===== config.mk =====
export PLATFORM = sky130hd
export DESIGN_NAME = mmio_timer_flat
export DESIGN_NICKNAME = d
export VERILOG_FILES = /design/src/rtl/mmio_timer_pkg.sv /design/src/rtl/mmio_timer_if.sv /design/src/rtl/mmio_timer_prescaler.sv /design/src/rtl/mmio_timer.sv /design/src/flat_wrapper.sv
export SDC_FILE = /design/constraint.sdc
export NUM_CORES = 1
export LEC_CHECK = 0
export ABC_CLOCK_PERIOD_IN_PS = 7600
export CORE_UTILIZATION = 54
export DETAILED_ROUTE_END_ITERATION = 12
export PLACE_DENSITY = 0.82
export SYNTH_ARGS = -nofsm -noshare
export SYNTH_HDL_FRONTEND = slang
export SYNTH_SLANG_ARGS = --single-unit

===== constraint.sdc =====
create_clock -name clk -period 7.6 [get_ports clk]
set_clock_uncertainty 0.15 [all_clocks]
set_input_delay 1.52 -clock clk [delete_from_list [all_inputs] [get_ports clk]]
set_output_delay 1.52 -clock clk [all_outputs]
set_load 0.01 [all_outputs]

===== src/rtl/mmio_timer_pkg.sv =====
// Shared constants for the memory-mapped timer: register offsets, CTRL bit
// positions and the data-port access-size encodings used by the RAM model too.
package timer_pkg;

   localparam logic [4:0] TMR_CTRL     = 5'h00;
   localparam logic [4:0] TMR_COUNT    = 5'h04;
   localparam logic [4:0] TMR_COMPARE  = 5'h08;
   localparam logic [4:0] TMR_STATUS   = 5'h0C;
   localparam logic [4:0] TMR_PRESCALE = 5'h10;

   localparam int CTRL_EN   = 0;
   localparam int CTRL_AUTO = 1;
   localparam int CTRL_IE   = 2;

   localparam logic [1:0] MASK_WORD = 2'b00;
   localparam logic [1:0] MASK_HALF = 2'b01;
   localparam logic [1:0] MASK_BYTE = 2'b10;

   // Picks the half/byte addressed by byte_sel and extends it; 2'b11 acts as word.
   function automatic logic [31:0] extend_field(input logic [31:0] word,
                                                input logic [1:0]  byte_sel,
                                                input logic [1:0]  mask,
                                                input logic        signed_ext);
      logic [15:0] half_val;
      logic [7:0]  byte_val;
      logic [31:0] result;
      half_val = byte_sel[1] ? word[31:16] : word[15:0];
      case (byte_sel)
         2'd0:    byte_val = word[7:0];
         2'd1:    byte_val = word[15:8];
         2'd2:    byte_val = word[23:16];
         default: byte_val = word[31:24];
      endcase
      case (mask)
         MASK_HALF: result = {{16{signed_ext & half_val[15]}}, half_val};
         MASK_BYTE: result = {{24{signed_ext & byte_val[7]}}, byte_val};
         default:   result = word;
      endcase
      return result;
   endfunction

endpackage


===== src/rtl/mmio_timer_if.sv =====
// CPU data-memory port as seen by the timer: the CPU side is the master,
// the timer responds with combinational rdata and an address-hit flag.
interface mmio_timer_if;
   logic        we;
   logic [31:0] addr;
   logic [1:0]  mask;
   logic        signed_ext;
   logic [31:0] wdata;
   logic [31:0] rdata;
   logic        hit;

   modport master (output we, addr, mask, signed_ext, wdata,
                   input  rdata, hit);

   modport slave  (input  we, addr, mask, signed_ext, wdata,
                   output rdata, hit);
endinterface


===== src/rtl/mmio_timer_prescaler.sv =====
// Divides the clock: tick is high for one cycle every limit+1 enabled cycles.
// Held at zero while disabled or when software reprograms the timer.
module timer_prescaler
   import timer_pkg::*;
#(
   parameter int PRESCALE_W = 16
) (
   input  logic                  clk,
   input  logic                  reset,
   input  logic                  en,
   input  logic                  clr,
   input  logic [PRESCALE_W-1:0] limit,
   output logic                  tick
);

   logic [PRESCALE_W-1:0] phase;

   assign tick = en && (phase == limit);

   always_ff @(posedge clk or posedge reset) begin
      if (reset) begin
         phase <= '0;
      end else if (clr || !en || tick) begin
         phase <= '0;
      end else begin
         phase <= phase + 1'b1;
      end
   end

endmodule


===== src/rtl/mmio_timer.sv =====
// Memory-mapped 32-bit timer: register window decode, prescaled up-counter
// with compare/auto-reload, sticky MATCH status and a level interrupt.
module mmio_timer
   import timer_pkg::*;
#(
   parameter logic [31:0] BASE_ADDR  = 32'h0000_8000,
   parameter int          PRESCALE_W = 16
) (
   input  logic         clk,
   input  logic         reset,
   mmio_timer_if.slave  bus,
   output logic         irq
);

   logic [31:0]           offset;
   logic                  hit;
   logic [4:0]            reg_off;
   logic                  wr_en;
   logic                  wr_ctrl, wr_count, wr_compare, wr_status, wr_prescale;

   logic [2:0]            ctrl;
   logic [31:0]           count;
   logic [31:0]           compare;
   logic                  match;
   logic [PRESCALE_W-1:0] prescale;

   logic                  tick;
   logic                  match_now;
   logic                  prescale_clr;
   logic [31:0]           reg_word;

   // Subtracting the base keeps the window check correct for any word-aligned base.
   assign offset  = bus.addr - BASE_ADDR;
   assign hit     = (offset[31:5] == 27'd0);
   assign reg_off = {offset[4:2], 2'b00};
   assign wr_en   = bus.we && hit && (bus.mask == MASK_WORD || bus.mask == 2'b11);

   assign wr_ctrl     = wr_en && (reg_off == TMR_CTRL);
   assign wr_count    = wr_en && (reg_off == TMR_COUNT);
   assign wr_compare  = wr_en && (reg_off == TMR_COMPARE);
   assign wr_status   = wr_en && (reg_off == TMR_STATUS);
   assign wr_prescale = wr_en && (reg_off == TMR_PRESCALE);

   assign prescale_clr = wr_prescale || (wr_ctrl && !bus.wdata[CTRL_EN]);
   assign match_now    = tick && !wr_count && (count == compare);

   timer_prescaler #(.PRESCALE_W(PRESCALE_W)) u_prescaler (
      .clk   (clk),
      .reset (reset),
      .en    (ctrl[CTRL_EN]),
      .clr   (prescale_clr),
      .limit (prescale),
      .tick  (tick)
   );

   // A software COUNT write overrides the tick; a new match beats write-1-clear.
   always_ff @(posedge clk or posedge reset) begin
      if (reset) begin
         ctrl     <= '0;
         count    <= '0;
         compare  <= 32'hFFFF_FFFF;
         match    <= 1'b0;
         prescale <= '0;
      end else begin
         if (wr_ctrl) begin
            ctrl <= bus.wdata[2:0];
         end
         if (wr_compare) begin
            compare <= bus.wdata;
         end
         if (wr_prescale) begin
            prescale <= bus.wdata[PRESCALE_W-1:0];
         end
         if (wr_count) begin
            count <= bus.wdata;
         end else if (tick) begin
            count <= (match_now && ctrl[CTRL_AUTO]) ? 32'd0 : count + 32'd1;
         end
         if (match_now) begin
            match <= 1'b1;
         end else if (wr_status && bus.wdata[0]) begin
            match <= 1'b0;
         end
      end
   end

   always_comb begin
      reg_word = '0;
      case (reg_off)
         TMR_CTRL:     reg_word = {29'd0, ctrl};
         TMR_COUNT:    reg_word = count;
         TMR_COMPARE:  reg_word = compare;
         TMR_STATUS:   reg_word = {31'd0, match};
         TMR_PRESCALE: reg_word = 32'(prescale);
         default:      reg_word = '0;
      endcase
   end

   assign bus.rdata = hit ? extend_field(reg_word, offset[1:0], bus.mask, bus.signed_ext) : 32'd0;
   assign bus.hit   = hit;
   assign irq       = match & ctrl[CTRL_IE];

endmodule


===== src/flat_wrapper.sv =====
// flat-port wrapper written by rule: the top's interface ports become plain ports
module mmio_timer_flat import timer_pkg::*;
#(
   parameter logic [31:0] BASE_ADDR  = 32'h0000_8000,
   parameter int          PRESCALE_W = 16
)
  (clk, reset, irq, bus_we, bus_addr, bus_mask, bus_signed_ext, bus_wdata, bus_rdata, bus_hit);
  mmio_timer_if bus_i ();
  input  logic clk;
  input  logic reset;
  output logic irq;
  input wire logic [$bits(bus_i.we)-1:0] bus_we;
  input wire logic [$bits(bus_i.addr)-1:0] bus_addr;
  input wire logic [$bits(bus_i.mask)-1:0] bus_mask;
  input wire logic [$bits(bus_i.signed_ext)-1:0] bus_signed_ext;
  input wire logic [$bits(bus_i.wdata)-1:0] bus_wdata;
  output wire logic [$bits(bus_i.rdata)-1:0] bus_rdata;
  output wire logic [$bits(bus_i.hit)-1:0] bus_hit;
  assign bus_i.we = bus_we;
  assign bus_i.addr = bus_addr;
  assign bus_i.mask = bus_mask;
  assign bus_i.signed_ext = bus_signed_ext;
  assign bus_i.wdata = bus_wdata;
  assign bus_rdata = bus_i.rdata;
  assign bus_hit = bus_i.hit;
  mmio_timer #(.BASE_ADDR(BASE_ADDR), .PRESCALE_W(PRESCALE_W)) u_core (.clk(clk), .reset(reset), .bus(bus_i), .irq(irq));
endmodule

---- Word level (Yosys, flattened, before mapping) ----
Index checks and enable logic that the tools add are counted.
cells by class
  reductions and logical operators ........ 26
  bitwise operators ....................... 3
  add/subtract/negate cells ............... 3
  equal/unequal tests ..................... 11
  mux-type cells .......................... 11
operator list
  operator                                             count
  one-hot mux 32 bit (5 select lines)                  1
  2-to-1 mux 32 bit                                    4
  one-hot mux 32 bit (2 select lines)                  1
  adder 32 x 1 -> 32 bit, second input constant        1
  equality test 32 bit                                 1
  2-to-1 mux 16 bit                                    2
  subtractor 32 x 16 -> 32 bit, second input constant  1
  logical NOT 27 bit                                   1
  one-hot mux 8 bit (3 select lines)                   1
  adder 16 x 1 -> 16 bit, second input constant        1
  equality test 16 bit                                 1
  logical AND 1 bit                                    13
  equality test 2 bit, second input constant           3
  equality test 3 x 2 -> 1 bit, second input constant  2
  logical NOT 5 bit                                    1
  equality test 2 x 1 -> 1 bit, second input constant  2
  logical NOT 2 bit                                    2
  logical OR 1 bit                                     4
  nonzero test 2 bit                                   2
  AND 1 bit                                            3
  equality test 3 x 1 -> 1 bit, second input constant  1
  equality test 3 bit, second input constant           1
  logical NOT 1 bit                                    3
  2-to-1 mux 1 bit                                     2
storage, ports and cells
  input bits .............................. 70
  output and inout bits ................... 34
  word-level logic and storage cells ...... 60
  register bits after elaboration ......... 100

---- Depth between registers and ports, before layout ----
  word-level depth ........................ 12
  gate-level depth with buffers ........... 10
  gate-level depth less buffers ........... 8

---- Hierarchy ----
A second synthesis with hierarchy kept.
unflattened totals
  cells, all modules ...................... 777
  area, all modules ....................... 7,055.5 um2
by module, submodules not included
  module           instances  sequential area each (um2)  cells an instance  area an instance (um2)
  mmio_timer       1          2,142.1                     678                6,112.1
  timer_prescaler  1          400.4                       99                 943.4

---- Worst setup path before layout ----
Ideal clock, no wire load.
  kind .................................... input port to output port
  from .................................... input bus_addr[4]
  to ...................................... output bus_rdata[11]
  setup slack ............................. 2.312 ns
  arrival time ............................ 3.618 ns
  buffers on the path ..................... 2
  cell stages on the path ................. 9
  required time ........................... 5.930 ns
  cells stage by stage .................... clkbuf_1 nor3b_1 and2_1 or3_1 mux4_2 and3_1 clkbuf_1 o21bai_1 a221oi_1
between the ends
  longest elaborated chain between the ends .. 7
  elaborated cells on any way between the ends .. 13
  classes of those cells .................. 1 x add/sub; 4 x eq/ne; 5 x mux; 1 x bitwise; 2 x reduce/logical
ends and longest elaborated chain
  element                                            line                  RTL
  start: declaration                                 flat_wrapper.sv:13    input wire logic [$bits(bus_i.addr)-1:0] bus_addr;
  subtractor 32 x 16 -> 32 bit *                     mmio_timer.sv:33      assign offset = bus.addr - BASE_ADDR;
  equality test 3 bit, or another cell as far along  mmio_timer.sv:89      case (reg_off)
  one-hot mux 32 bit (5 select lines)                mmio_timer.sv:89
  one-hot mux 8 bit (3 select lines)                 mmio_timer_pkg.sv:28  case (byte_sel)
  AND 1 bit                                          mmio_timer_pkg.sv:36  MASK_BYTE: result = {{24{signed_ext & byte_val[7]}}, byte_val};
  one-hot mux 32 bit (2 select lines)                mmio_timer_pkg.sv:34  case (mask)
  2-to-1 mux 32 bit *                                mmio_timer.sv:99      assign bus.rdata = hit ? extend_field(reg_word, offset[1:0], bus.mask, bus.signed_ext) : 32'd0;
  end: declaration                                   flat_wrapper.sv:17    output wire logic [$bits(bus_i.rdata)-1:0] bus_rdata;
Mark *: on every way between the ends. The rest lies on a longest branch, timed or not.

---- Final worst setup path ----
  from .................................... input bus_addr[3]
  to ...................................... output bus_rdata[13]
Same word-level chain as after synthesis.

==> insert_results.sql <==
INSERT INTO impl_metrics (metric_group, metric, value, unit) VALUES
('routing', 'first_pass_drt_iterations', '7', ''),
('synthesis', 'proportion_of_synthesized_flip_flops_having_asynchronous_set_or_reset', '100', '%'),
('synthesis', 'netlist_top_cells_area', 'sky130_fd_sc_hd__dfrtp_1 (24%), sky130_fd_sc_hd__dfstp_2 (12%), sky130_fd_sc_hd__mux2_2 (8.3%), sky130_fd_sc_hd__xnor2_1 (6.1%), sky130_fd_sc_hd__nor2_1 (6.0%)', ''),
('pwr', 'seqPwrFrac', '48.0', '%'),
('pwr', 'switching_power', '0.290', 'mW'),
('cts', 'gates_resized_cts_repair', '0', ''),
('cts', 'h-tree-depth', '3', ''),
('grt', 'grt_antenna_before_repair', '0', ''),
('critical_path', 'path_max_fanout', '29', ''),
('routing', 'avgViaCountPerCell', '6.32', ''),
('grt', 'grt-ovfl-total', '0', ''),
('cells_and_area', 'design.final.nets', '955', ''),
('cts', 'worstSkewPairLatency', '0.35', 'ns'),
('synthesis', 'syn_area', '0.00715', 'sq mm'),
('critical_path', 'chain_of_cells_forming_the_critical_path', 'clkdlybuf4s50_1 -> nor2b_2 -> buf_4 -> and3b_1 -> or3_1 -> mux4_2 -> and3_1 -> o21bai_1 -> a221oi_1 -> clkdlybuf4s50_1', ''),
('cts', 'cts_max_path_buffers', '2', ''),
('timing', 'maxSlewHeadroom', '26.0', '%'),
('timing', 'actual_transition_at_the_worst_max_transition_pin', '1.10', 'ns'),
('synthesis', 'main_combinational_cell_family_by_area_after_synthesis', 'simple AND/OR/NAND/NOR gates', ''),
('synthesis', 'synthesized_area_fraction_occupied_by_xor_and_xnor_cells', '7.96', '%'),
('placed_design', 'count_of_buffers_inserted_at_the_top_level_ports', '103', ''),
('floorplan', 'initial_core_util', '56.0', '%'),
('synthesis', 'synth_area_leader_cell', 'sky130_fd_sc_hd__dfrtp_1', ''),
('status', 'run_status', 'complete, no violations', ''),
('routing', 'route.vias.total', '6685', ''),
('critical_path', 'path_common_cell', 'sky130_fd_sc_hd__clkdlybuf4s50_1', ''),
('synthesis', 'synth_warnings', '0', ''),
('pwr', 'intPower', '0.820', 'mW'),
('pwr', 'clock_power_share', '40.8', '%'),
('placed_design', 'placed_cells_incl_taps', '1042', ''),
('hold_path', 'worstHoldPathType', 'register to register', ''),
('synthesis', 'synth_largest_type_area_fraction', '23.8', '%'),
('run', 'maxCapViolCount', '0', ''),
('floorplan', 'die-width', '117', 'um'),
('cells_and_area', 'postLayoutCellArea', '0.00851', 'sq mm'),
('pwr', 'combPwrFrac', '11.2', '%'),
('synthesis', 'synthMostInstantiatedCell', 'sky130_fd_sc_hd__nor2_1', ''),
('critical_path', 'timing.critical_path.arrival', '5.03', 'ns'),
('routing', 'm1WireLength', '8520', 'um'),
('placed_design', 'hpwl_after_dpl', '14800', 'um'),
('timing', 'final_setup_vio_count', '0', ''),
('pwr', 'p_per_area', '131', 'mW/mm^2'),
('timing', 'layout_worst_path_cycle_share', '88.2', '%'),
('grt', 'grt_util_all_layers', '31.0', '%'),
('timing', 'timing_max_transition_violations_final', '0', ''),
('routing', 'met2_wire_len', '9230', 'um'),
('timing', 'post-route-min-period', '6.70', 'ns'),
('routing', 'detail_route.wirelength', '20300', 'um'),
('cts', 'holdBufCountCts', '0', ''),
('cells_and_area', 'layout_overhead_on_the_synthesized_area', '19.0', '%'),
('synthesis', 'ys_ff_latch', '100', ''),
('synthesis', 'register_area_share_after_synthesis', '35.6', '%'),
('placed_design', 'cell_area_after_placement', '0.00821', 'sq mm'),
('synthesis', 'number_of_flops_mapped_to_enable_cells_by_yosys', '0', ''),
('synthesis', 'yosys.area_share.adder', '0.700', '%'),
('grt', 'largest_net_degree_at_the_start_of_global_routing', '76', ''),
('timing', 'final-hold-violation-count', '0', ''),
('pwr', 'cellLeakagePower', '3.22', 'nW'),
('grt', 'global_route_wire_length_before_repair', '32200', 'um'),
('grt', 'grt_pass1_vias', '6082', ''),
('critical_path', 'worst_setup_path_start_kind', 'input pin', ''),
('critical_path', 'critical-path-slowest-cell', 'sky130_fd_sc_hd__clkdlybuf4s50_1', ''),
('floorplan', 'fp.dieArea', '0.0137', 'sq mm'),
('routing', 'maxUsedRoutingLayer', 'met4', ''),
('critical_path', 'cp_slowest_stage_delay', '0.71', 'ns'),
('timing', 'fin_tns_setup', '0', 'ns'),
('critical_path', 'critPathCaptureType', 'output pin', ''),
('synthesis', 'synthesized_area_fraction_occupied_by_ao_oa_aoi_and_oai_cells', '20.2', '%'),
('synthesis', 'post_synthesis_share_of_cell_area_spent_on_and_or_nand_and_nor_gates', '21.4', '%'),
('pwr', 'netSwitchingFraction', '26.1', '%'),
('routing', 'wl_per_cell', '19.2', 'um');
==> layout by cell type, fill, tap and decap left out, types with 5 or more instances in the layout <==
cell type	count
sky130_fd_sc_hd__nor4b_1	5
sky130_fd_sc_hd__a22oi_1	42
sky130_fd_sc_hd__nand3_1	25
sky130_fd_sc_hd__mux2_2	53
sky130_fd_sc_hd__nor4_1	6
sky130_fd_sc_hd__clkbuf_16	9
sky130_fd_sc_hd__buf_4	12
sky130_fd_sc_hd__a31oi_1	6
sky130_fd_sc_hd__o21a_1	8
sky130_fd_sc_hd__nand2_1	44
sky130_fd_sc_hd__nand4_1	27
sky130_fd_sc_hd__inv_1	10
sky130_fd_sc_hd__nor3_1	16
sky130_fd_sc_hd__a221oi_1	6
sky130_fd_sc_hd__and3_1	7
sky130_fd_sc_hd__dfrtp_1	68
sky130_fd_sc_hd__a211oi_1	7
sky130_fd_sc_hd__o21ai_0	26
sky130_fd_sc_hd__nor2_1	114
sky130_fd_sc_hd__a21o_1	21
sky130_fd_sc_hd__or3_1	11
sky130_fd_sc_hd__xnor2_1	50
sky130_fd_sc_hd__or2_2	5
sky130_fd_sc_hd__xor2_1	15
sky130_fd_sc_hd__clkdlybuf4s50_1	103
sky130_fd_sc_hd__dfstp_2	32
sky130_fd_sc_hd__a21oi_1	66
==> power groups by stage <==
| stage | Combinational (mW) | Clock (mW) | Sequential (mW) |
|---|---|---|---|
| 2_1_floorplan | 0.0626 | 0 | 0.542 |
| 4_1_cts | 0.124 | 0.459 | 0.533 |
| 3_3_place_gp | 0.123 | 0 | 0.542 |
| 5_1_grt | 0.136 | 0.485 | 0.532 |
| 6_report | 0.125 | 0.453 | 0.533 |
| 3_5_place_dp | 0.123 | 0 | 0.542 |
==> worst max-delay path, delay by kind of cell <==
kind	cells	cell delay, ns
AND/OR/NAND/NOR	4	1.17
buffers and inverters	3	1.46
AO/OA/AOI/OAI	2	0.41
multiplexers	1	0.46
==> layer usage <==
metal | up-vias | global-route usage [%]
met5 | - | 0
met4 | 0 | 12.2
met3 | 37 | 5.87
met2 | 374 | 48.3
met1 | 3163 | 42.9
li1 | 3111 | -
==> registers in the layout, summed over array words and instances (netlist names) <==
name / cells
u_core.compare: 32
u_core.count: 32
u_core.prescale: 16
u_core.u_prescaler.phase: 16
u_core.ctrl: 3
u_core.match: 1
==> through the flow <==
stage	setup slack (ns)	hold WS, ns	power (mW)	utilization (%)
finish	0.898	0.400	1.11	66.6
global route	0.695	0.428	1.15	66.6
CTS	0.943	0.396	1.12	66.6
detailed placement	0.948	0.385	0.666	64.3
global placement	1.01	0.372	0.665	64.3
floorplan	2.31	0.319	0.605	-
==> cells by family after synthesis <==
group                      Yosys count
buffers and inverters               81
DFF                                100
muxes                               60
xor gates and xnor gates            65
AOI/OAI and AO/OA                  213
and+or+nand+nor                    301
adders and majority gates            4
==> layout make-up <==
class                           instances  area [sq um]
Clock buffer                            9           225
Clock inverter                          7          67.6
Fill cell                            1011          4270
Inverter                               12          47.5
Multi-Input combinational cell        643          4290
Sequential cell                       100          2540
Tap cell                              172           215
Timing Repair Buffer                  115          1120
==> final timing paths <==
kind / cells after the start / slack (ns) / start / end
max: 10 / 0.90 / bus_addr[3] / bus_rdata[13]
min: 2 / 0.40 / u_core.match$_DFFE_PP0P_ / u_core.match$_DFFE_PP0P_
max reg2reg: 8 / 4.25 / u_core.count[17]$_DFFE_PP0P_ / u_core.count[21]$_DFFE_PP0P_
min reg2reg: 2 / 0.40 / u_core.match$_DFFE_PP0P_ / u_core.match$_DFFE_PP0P_
max in group asynchronous: 3 / 4.75 / reset / u_core.count[27]$_DFFE_PP0P_
min in group asynchronous: 2 / 1.33 / reset / u_core.u_prescaler.phase[1]$_DFF_PP0_
Power figures use the tool's default switching activity.
